### config.mk
export PLATFORM = sky130hd
export DESIGN_NAME = int_entry_flat
export DESIGN_NICKNAME = d
export VERILOG_FILES = /design/src/rtl/int_entry_if.sv /design/src/rtl/int_entry.sv /design/src/flat_wrapper.sv
export SDC_FILE = /design/constraint.sdc
export NUM_CORES = 1
export LEC_CHECK = 0
export CORE_UTILIZATION = 55
export DETAILED_ROUTE_END_ITERATION = 16
export MAX_ROUTING_LAYER = met4
export PLACE_DENSITY = 0.88
export SLEW_MARGIN = 20
export SYNTH_ARGS = -nofsm -noshare
export SYNTH_HDL_FRONTEND = slang
export SYNTH_SLANG_ARGS = --single-unit
### constraint.sdc
create_clock -name clk -period 8.2 [get_ports clk]
set_input_delay 2.46 -clock clk [delete_from_list [all_inputs] [get_ports clk]]
set_output_delay 2.46 -clock clk [all_outputs]
set_load 0.005 [all_outputs]
### src/rtl/int_entry_if.sv
// Stack-memory bus between the interrupt entry/return sequencer and data memory.
// Writes commit on the rising edge; read data appears on mem_din the cycle after mem_r_en.
interface int_entry_if;
    logic [15:0] mem_addr;
    logic [7:0]  mem_dout;
    logic        mem_w_en;
    logic        mem_r_en;
    logic [7:0]  mem_din;

    modport master (
        output mem_addr,
        output mem_dout,
        output mem_w_en,
        output mem_r_en,
        input  mem_din
    );

    modport slave (
        input  mem_addr,
        input  mem_dout,
        input  mem_w_en,
        input  mem_r_en,
        output mem_din
    );
endinterface

### src/rtl/int_entry.sv
// Interrupt entry/return sequencer: pushes PC and flags on interrupt and jumps to the vector,
// and pops them back on reti. The CPU is stalled for the whole sequence.
module int_entry (
    input  logic        clk,
    input  logic        reset,
    input  logic        interrupt,
    input  logic [15:0] intVect,
    output logic        intAck,
    input  logic        instr_boundary,
    input  logic        ei,
    input  logic        di,
    input  logic        reti,
    input  logic [15:0] pc_in,
    input  logic [7:0]  flags_in,
    input  logic [15:0] sp_in,
    output logic [15:0] pc_out,
    output logic        pc_load,
    output logic [7:0]  flags_out,
    output logic        flags_load,
    output logic [15:0] sp_out,
    output logic        sp_load,
    int_entry_if.master mem,
    output logic        stall,
    output logic        ie,
    output logic [3:0]  dbg_state
);

    typedef enum logic [3:0] {
        IDLE    = 4'd0,
        PUSH_H  = 4'd1,
        PUSH_L  = 4'd2,
        PUSH_F  = 4'd3,
        JUMP    = 4'd4,
        POP_F   = 4'd5,
        POP_L   = 4'd6,
        POP_H   = 4'd7,
        RET_CAP = 4'd8,
        RESUME  = 4'd9
    } state_t;

    state_t      state_q, state_d;
    logic [15:0] vec_q, vec_d;
    logic [15:0] pc_q, pc_d;
    logic [7:0]  flags_q, flags_d;
    logic [15:0] sp_q, sp_d;
    logic        ie_q, ie_d;

    logic [15:0] mem_addr_c;
    logic [7:0]  mem_dout_c;
    logic        mem_w_en_c;
    logic        mem_r_en_c;

    always_ff @(posedge clk) begin
        if (!reset) begin
            state_q <= IDLE;
            vec_q   <= 16'h0000;
            pc_q    <= 16'h0000;
            flags_q <= 8'h00;
            sp_q    <= 16'h0000;
            ie_q    <= 1'b0;
        end else begin
            state_q <= state_d;
            vec_q   <= vec_d;
            pc_q    <= pc_d;
            flags_q <= flags_d;
            sp_q    <= sp_d;
            ie_q    <= ie_d;
        end
    end

    always_comb begin
        state_d    = state_q;
        vec_d      = vec_q;
        pc_d       = pc_q;
        flags_d    = flags_q;
        sp_d       = sp_q;
        ie_d       = ie_q;
        intAck     = 1'b0;
        pc_out     = 16'h0000;
        pc_load    = 1'b0;
        flags_out  = 8'h00;
        flags_load = 1'b0;
        sp_out     = 16'h0000;
        sp_load    = 1'b0;
        mem_addr_c = 16'h0000;
        mem_dout_c = 8'h00;
        mem_w_en_c = 1'b0;
        mem_r_en_c = 1'b0;
        stall      = (state_q != IDLE);

        case (state_q)
            IDLE: begin
                if (instr_boundary) begin
                    if (di)      ie_d = 1'b0;
                    else if (ei) ie_d = 1'b1;
                end
                // reti outranks a pending interrupt; acceptance uses the registered enable.
                if (instr_boundary && reti) begin
                    sp_d    = sp_in;
                    state_d = POP_F;
                end else if (instr_boundary && interrupt && ie_q) begin
                    vec_d   = intVect;
                    pc_d    = pc_in;
                    flags_d = flags_in;
                    sp_d    = sp_in;
                    state_d = PUSH_H;
                end
            end
            PUSH_H: begin
                intAck     = 1'b1;
                mem_w_en_c = 1'b1;
                mem_addr_c = sp_q - 16'd1;
                mem_dout_c = pc_q[15:8];
                state_d    = PUSH_L;
            end
            PUSH_L: begin
                mem_w_en_c = 1'b1;
                mem_addr_c = sp_q - 16'd2;
                mem_dout_c = pc_q[7:0];
                state_d    = PUSH_F;
            end
            PUSH_F: begin
                mem_w_en_c = 1'b1;
                mem_addr_c = sp_q - 16'd3;
                mem_dout_c = flags_q;
                state_d    = JUMP;
            end
            JUMP: begin
                pc_load = 1'b1;
                pc_out  = vec_q;
                sp_load = 1'b1;
                sp_out  = sp_q - 16'd3;
                ie_d    = 1'b0;
                state_d = IDLE;
            end
            // Read data lags the address by one cycle, so each capture sits one state later.
            POP_F: begin
                mem_r_en_c = 1'b1;
                mem_addr_c = sp_q;
                state_d    = POP_L;
            end
            POP_L: begin
                mem_r_en_c = 1'b1;
                mem_addr_c = sp_q + 16'd1;
                flags_d    = mem.mem_din;
                state_d    = POP_H;
            end
            POP_H: begin
                mem_r_en_c = 1'b1;
                mem_addr_c = sp_q + 16'd2;
                pc_d[7:0]  = mem.mem_din;
                state_d    = RET_CAP;
            end
            RET_CAP: begin
                pc_d[15:8] = mem.mem_din;
                state_d    = RESUME;
            end
            RESUME: begin
                pc_load    = 1'b1;
                pc_out     = pc_q;
                flags_load = 1'b1;
                flags_out  = flags_q;
                sp_load    = 1'b1;
                sp_out     = sp_q + 16'd3;
                ie_d       = 1'b1;
                state_d    = IDLE;
            end
            default: begin
                state_d = IDLE;
            end
        endcase
    end

    assign mem.mem_addr = mem_addr_c;
    assign mem.mem_dout = mem_dout_c;
    assign mem.mem_w_en = mem_w_en_c;
    assign mem.mem_r_en = mem_r_en_c;
    assign ie           = ie_q;
    assign dbg_state    = state_q;

endmodule

### src/flat_wrapper.sv
// flat-port wrapper written by rule: the top's interface ports become plain ports
module int_entry_flat 
  (clk, reset, interrupt, intVect, intAck, instr_boundary, ei, di, reti, pc_in, flags_in, sp_in, pc_out, pc_load, flags_out, flags_load, sp_out, sp_load, stall, ie, dbg_state, mem_mem_addr, mem_mem_dout, mem_mem_w_en, mem_mem_r_en, mem_mem_din);
  int_entry_if mem_i ();
  input  logic clk;
  input  logic reset;
  input  logic interrupt;
  input  logic [15:0] intVect;
  output logic intAck;
  input  logic instr_boundary;
  input  logic ei;
  input  logic di;
  input  logic reti;
  input  logic [15:0] pc_in;
  input  logic [7:0] flags_in;
  input  logic [15:0] sp_in;
  output logic [15:0] pc_out;
  output logic pc_load;
  output logic [7:0] flags_out;
  output logic flags_load;
  output logic [15:0] sp_out;
  output logic sp_load;
  output logic stall;
  output logic ie;
  output logic [3:0] dbg_state;
  output wire logic [$bits(mem_i.mem_addr)-1:0] mem_mem_addr;
  output wire logic [$bits(mem_i.mem_dout)-1:0] mem_mem_dout;
  output wire logic [$bits(mem_i.mem_w_en)-1:0] mem_mem_w_en;
  output wire logic [$bits(mem_i.mem_r_en)-1:0] mem_mem_r_en;
  input wire logic [$bits(mem_i.mem_din)-1:0] mem_mem_din;
  assign mem_mem_addr = mem_i.mem_addr;
  assign mem_mem_dout = mem_i.mem_dout;
  assign mem_mem_w_en = mem_i.mem_w_en;
  assign mem_mem_r_en = mem_i.mem_r_en;
  assign mem_i.mem_din = mem_mem_din;
  int_entry u_core (.clk(clk), .reset(reset), .interrupt(interrupt), .intVect(intVect), .intAck(intAck), .instr_boundary(instr_boundary), .ei(ei), .di(di), .reti(reti), .pc_in(pc_in), .flags_in(flags_in), .sp_in(sp_in), .pc_out(pc_out), .pc_load(pc_load), .flags_out(flags_out), .flags_load(flags_load), .sp_out(sp_out), .sp_load(sp_load), .mem(mem_i), .stall(stall), .ie(ie), .dbg_state(dbg_state));
endmodule
==> qor.csv, run 1 <==
metric,value,unit
FF-to-FF setup slack,5.54,ns
max_cap viols,0,
"Warnings, synthesis",0,
fin crit period,6.83,ns
Max Transition Viols Final,0,
Post-Place Worst Slack,1.79,ns
Synth cell types,70,
Die Wd,105,um
Clock Sinks,61,
Synth Net Count,889,
RSZ-0062 raised after global routing,no,
peak supply drop,0.146,mV
Routed Antenna Nets,0,
outcome,completed,
vias in the first global route,6461,
Reg2Reg Depth,3,
Startpoint Class,register,
Hold Startpoint,u_core.vec_q[8],
Skew-Pair Late Insertion Delay,0.35,ns
cell taking the most area after synthesis,dfxtp_1,
Post-Syn Area per Cell,7.39,um^2
top-count cell post-synth,nand2_1,
cell area after placement,0.00720,mm^2
CTS tree,done,
die area,0.0109,mm^2
"FFs w/ async S/R, synth",0,%
ys flop type,dfxtp_1,
Clk Tree Root Cell,clkbuf_8,
initial antenna violation count,0,
global-route wire length before repair,31800,um
PortBufs,146,
number of setup violations in the final report,0,
worst r2r dst,u_core.ie,
Num CTS Buffers,9,
Hold WS,0.457,ns
R2R Path Start,u_core.dbg_state[0],
# IOs,147,
Clock Path Buffers,2,
Least-Margin Pin Slew,1.05,ns
synthesis-stage register bit count,61,
Post-synth EDFFs,0,
gr ovfl total,0,
layout cells sized above 1,4.73,%
pin count of the biggest net entering global routing,60,
share of the synthesized area in the top cell type,21.1,%
leading cell types by count after synthesis,"118 x nand2_1, 61 x dfxtp_1, 53 x a21oi_1, 53 x nor2_1, 41 x clkbuf_1",
Final HPWL DP,14500,um
post-cts hold buffer count,0,
via count,6662,
"Max FO, Critical Path",27,
die height,105,um
via/cell ratio,6.51,
total power per unit cell area,272,mW/mm^2
final core utilization,72.3,%
Nets,988,
synthesized instance count,784,
final wirelength,19900,um
period utilization,83.2,%
setup bufs post-CTS,0,
endpoints failing hold,0,
post-CTS sizing,0,
design area,0.00743,mm^2
WS Path Type,reg2out,
RD Place Congestion,1.01,
DRC violations left,0,
Starting Density,56.3,%
Worst-path clk slew,0.07,ns
Hold Crit Depth,2,
Mapped Area,0.00579,mm^2
Final WS setup,1.37,ns
Leak Pwr,3.16,nW
"Area growth, synth to finish",28.3,%
Initial DRC Count,852,
max_slew headroom,29.7,%
final setup TNS,0,ns
sequential fraction of the synthesis area,21.1,%
Worst EP arrival,4.37,ns
Diodes inserted,0,
Rows,37,
top area cells in the synthesized netlist,"dfxtp_1 21%, nand2_1 7.6%, ha_1 6.9%",
CP Capture Type,output pin,
Wirelength per Cell,19.4,um
achievable frequency,147,MHz
Worst Hold Path EP,u_core.vec_q[8],
core area,0.0103,mm^2
CTS H-tree lvls,3,
GRT Overall Usage,37.2,%
hold crit path type,reg2reg,
worst clock skew,0.0126,ns
total iterations of the first detailed-routing run,8,
required time of the critical path,5.74,ns
-- layout make-up --
cell class	instances	area (um^2)
Multi-Input combinational cell	647	4240
Fill cell	794	2850
Timing Repair Buffer	155	1530
Sequential cell	61	1220
Tap cell	136	170
Clock buffer	11	151
Clock inverter	5	81.3
Inverter	9	33.8
-- layout by cell type (no fill, tap or decap), drive strengths merged, types with 13 or more instances in the layout --
cell type      netlist  routed
o21ai               37      37
a21oi               53      53
xor2                13      13
clkdlybuf4s50        0     146
a21boi              19      19
nor2b               20      20
and2                13      13
nor2                53      53
xnor2               15      15
nand2              118     118
o211a               25      25
a22o                16      16
mux2i               19      19
dfxtp               61      61
ha                  32      32
nand3               39      39
-- per-layer routing --
| layer | vias to the layer above | share of wire, % | track usage [%] | wire length (um) |
|---|---|---|---|---|
| met5 | - | 0 | - | 0 |
| met2 | 423 | 47 | 60.3 | 9340 |
| met1 | 3049 | 39 | 43.6 | 7700 |
| met3 | 92 | 9.2 | 7.42 | 1830 |
| met4 | 0 | 4.9 | 19.2 | 982 |
| li1 | 3098 | - | - | - |
-- power by group --
group	leakage (nW)	total [W]	switching, W	internal [W]
Sequential	0.494	0.000444	0.000119	0.000324
Combinational	2.55	0.00126	0.000644	0.000618
Clock	0.116	0.000314	0.000126	0.000188
-- state kept, by name, indices dropped and copies added (netlist names) --
register          count
u_core.dbg_state      4
u_core.flags_q        8
u_core.ie             1
u_core.pc_q          16
u_core.sp_q          16
u_core.vec_q         16
-- worst max-delay path, cell delays in order, from the launching register on --
cell	delay, ns
dfxtp_1	1.01
nand4b_1	0.22
buf_4	0.28
ha_1	0.35
nor2b_1	0.16
o31ai_1	0.36
a21oi_1	0.24
a2111oi_0	0.60
o211ai_1	0.18
nand3_1	0.11
clkdlybuf4s50_1	0.50
-- logic make-up (layout without fill, tap and decap cells) --
| group | after synthesis | after routing | share of synthesized area (%) |
|---|---|---|---|
| AOI/OAI and AO/OA | 248 | 248 | 30.5 |
| xor gates and xnor gates | 28 | 28 | 4.24 |
| adders and majority gates | 34 | 34 | 7.61 |
| buffers and inverters | 76 | 180 | 5.81 |
| DFF | 61 | 61 | 21.1 |
| muxes | 27 | 27 | 4.84 |
| and+or+nand+nor | 310 | 310 | 26.0 |
-- how the worst max path moves through the flow --
stage / start / to / slack, ns / cells past startpoint
after floorplan: u_core.dbg_state[2] / mem_mem_addr[13] / 2.30 / 13
after global placement: u_core.dbg_state[1] / mem_mem_addr[12] / 1.92 / 10
after detailed placement: u_core.dbg_state[1] / mem_mem_addr[12] / 1.79 / 10
after CTS: u_core.dbg_state[1] / mem_mem_addr[13] / 1.39 / 10
after global routing: u_core.dbg_state[1] / mem_mem_addr[13] / 1.05 / 10
final: u_core.dbg_state[1] / mem_mem_addr[13] / 1.37 / 10
-- metrics by stage --
stage          cells  power (W)
5_1_grt         1024    0.00214
2_1_floorplan    784    0.00118
6_report        1024    0.00202
4_1_cts         1024    0.00200
3_3_place_gp    1008    0.00165
3_5_place_dp    1008    0.00168
Note: power is estimated with default switching activity, not from simulation.
==> run 2, diff against run 1 <==
- CORE_UTILIZATION: 55 -> 51
- PLACE_DENSITY: 0.88 -> 0.83
- clock period: 8.2 -> 7.1 ns (I/O delays scaled with it)
==> run 2 against run 1 <==
Critical path depth increased by 1. Hold slack got worse by 0.0013 ns. Flip-flop and latch count unchanged. Largest power group unchanged. Highest routed layer unchanged.
==> qor.csv, run 2 (synthesis results as in run 1) <==
metric,value,unit,change
via count,6639,,"was 6,662"
total power per unit cell area,327,mW/mm^2,was 272 mW/mm^2
RSZ-0062 raised after global routing,no,,unchanged
Starting Density,53.0,%,was 56.3%
Comb power frac,59.4,%,was 62.5%
Tot Pwr,0.00247,W,was 0.00202 W
"Area growth, synth to finish",30.5,%,was 28.3%
internal power,0.00143,W,was 0.00113 W
Worst-path clk slew,0.05,ns,was 0.07 ns
sw frac,41.9,%,was 44.0%
Skew-Pair Late Insertion Delay,0.34,ns,was 0.35 ns
CTS H-tree lvls,3,,unchanged
CP Capture Type,output pin,,unchanged
Reg2Reg Depth,7,,was 3
endpoints failing hold,0,,unchanged
Final WS setup,0.675,ns,was 1.37 ns
Leak Pwr,3.22,nW,was 3.16 nW
number of setup violations in the final report,0,,unchanged
Clock Power Share,20.6,%,was 15.6%
Clock Sinks,61,,unchanged
post-cts hold buffer count,0,,unchanged
Max Transition Viols Final,0,,unchanged
Post-Place Worst Slack,1.07,ns,was 1.79 ns
die area,0.0118,mm^2,was 0.0109 mm^2
most frequent cells in the layout,"146 x clkdlybuf4s50_1, 118 x nand2_1, 61 x dfxtp_1",,unchanged
period utilization,90.5,%,
Hold Startpoint,u_core.vec_q[12],,was u_core.vec_q[8]
Startpoint Class,register,,unchanged
final setup TNS,0,ns,unchanged
gr ovfl total,0,,unchanged
achievable frequency,156,MHz,
sequential share of power,20.0,%,was 22.0%
# IOs,147,,unchanged
die height,109,um,was 105 um
CTS tree,done,,unchanged
DRC violations left,0,,unchanged
total iterations of the first detailed-routing run,7,,was 8
Rows,38,,was 37
setup bufs post-CTS,0,,unchanged
global-route wire length before repair,31400,um,"was 31,800 um"
pin count of the biggest net entering global routing,60,,unchanged
Initial DRC Count,663,,was 852
GRT Overall Usage,35.7,%,was 37.2%
cell area after placement,0.00722,mm^2,was 0.00720 mm^2
final wirelength,20300,um,"was 19,900 um"
Wirelength per Cell,19.7,um,was 19.4 um
fin crit period,6.42,ns,
Num CTS Buffers,9,,unchanged
outcome,completed,,unchanged
Die Wd,109,um,was 105 um
Switching Power,0.00104,W,was 0.000889 W
design area,0.00756,mm^2,was 0.00743 mm^2
Least-Margin Pin Slew,0.979,ns,was 1.05 ns
post-CTS sizing,0,,unchanged
RD Place Congestion,0.931,,was 1.01
Nets,990,,was 988
core area,0.0109,mm^2,was 0.0103 mm^2
vias in the first global route,6162,,"was 6,461"
WS Path Type,reg2out,,unchanged
"Max FO, Critical Path",26,,was 27
Routed Antenna Nets,0,,unchanged
max_cap viols,0,,unchanged
Worst EP arrival,4.29,ns,was 4.37 ns
Largest regs,"u_core.pc_q: 16 flops, u_core.sp_q: 16 flops, u_core.vec_q: 16 flops",,unchanged
via/cell ratio,6.45,,was 6.51
Final HPWL DP,14700,um,"was 14,500 um"
worst r2r dst,u_core.pc_q[9],,was u_core.ie
R2R Path Start,u_core.dbg_state[0],,unchanged
PortBufs,146,,unchanged
worst clock skew,0.00661,ns,was 0.0126 ns
"commonest non-fill, non-tap cell in the layout",clkdlybuf4s50_1,,unchanged
Hold Crit Depth,2,,unchanged
crit path capture,mem_mem_addr[12],,was mem_mem_addr[13]
Diodes inserted,0,,unchanged
max_slew headroom,34.6,%,was 29.7%
required time of the critical path,4.97,ns,was 5.74 ns
Clock Path Buffers,2,,unchanged
hold crit path type,reg2reg,,unchanged
FF-to-FF setup slack,4.63,ns,was 5.54 ns
initial antenna violation count,0,,unchanged
Clk Tree Root Cell,clkbuf_16,,was clkbuf_8
CP startpoint,u_core.dbg_state[0],,was u_core.dbg_state[1]
peak supply drop,0.208,mV,was 0.146 mV
layout cells sized above 1,4.83,%,was 4.73%
[run 2: cell types whose count changed in the layout (fill, tap and decap cells not counted), sizes merged]
cell and delta:
bufinv +1, inv -1, clkinv +1, clkbuf -1, buf +2
[run 2: per-stage QoR]
step	util (%)	cells	hold slack, ns
2_1_floorplan	-	784	0.435
4_1_cts	69.1	1030	0.456
3_3_place_gp	66.0	1014	0.441
5_1_grt	69.1	1030	0.470
3_5_place_dp	66.0	1014	0.448
6_report	69.1	1030	0.456
[run 2: routing by layer]
layer / wire, um / GRT usage (%)
met5: 0 / -
met4: 802 / 15.2
met3: 1870 / 7.84
met2: 9560 / 58.0
met1: 8050 / 42.4
[run 2: power by group through the flow]
| stage | logic, W | clock network [W] | registers, W |
|---|---|---|---|
| 2_1_floorplan | 0.000954 | 0 | 0.000412 |
| 6_report | 0.00147 | 0.000508 | 0.000494 |
| 4_1_cts | 0.00145 | 0.000507 | 0.000488 |
| 5_1_grt | 0.00159 | 0.000524 | 0.000502 |
| 3_3_place_gp | 0.00141 | 0 | 0.000492 |
| 3_5_place_dp | 0.00143 | 0 | 0.000495 |
[run 2: critical path: stages (launching register included)]
cell             delay [ns]
dfxtp_1                0.93
nor2_1                 0.13
nand3_1                0.15
buf_4                  0.28
ha_1                   0.34
a211oi_1               0.35
o21ai_0                0.22
a21boi_0               0.38
o21ai_0                0.21
xor2_1                 0.19
a211o_1                0.32
clkdlybuf4s50_1        0.45
[run 2: area by class of cell]
class | count | area [um^2]
multi-input combinational | 647 | 4240
inverter | 9 | 33.8
tap | 140 | 175
timing repair buffer | 157 | 1540
clock inverter | 6 | 111
fill | 912 | 3380
clock buffer | 10 | 229
sequential | 61 | 1220
[run 2: how the worst min path moves through the flow]
| stage | endpoint | slack (ns) |
|---|---|---|
| CTS | u_core.vec_q[12] | 0.46 |
| floorplan | u_core.vec_q[0] | 0.43 |
| global placement | u_core.vec_q[12] | 0.44 |
| finish | u_core.vec_q[12] | 0.46 |
| global route | u_core.vec_q[3] | 0.47 |
| detailed placement | u_core.vec_q[9] | 0.45 |
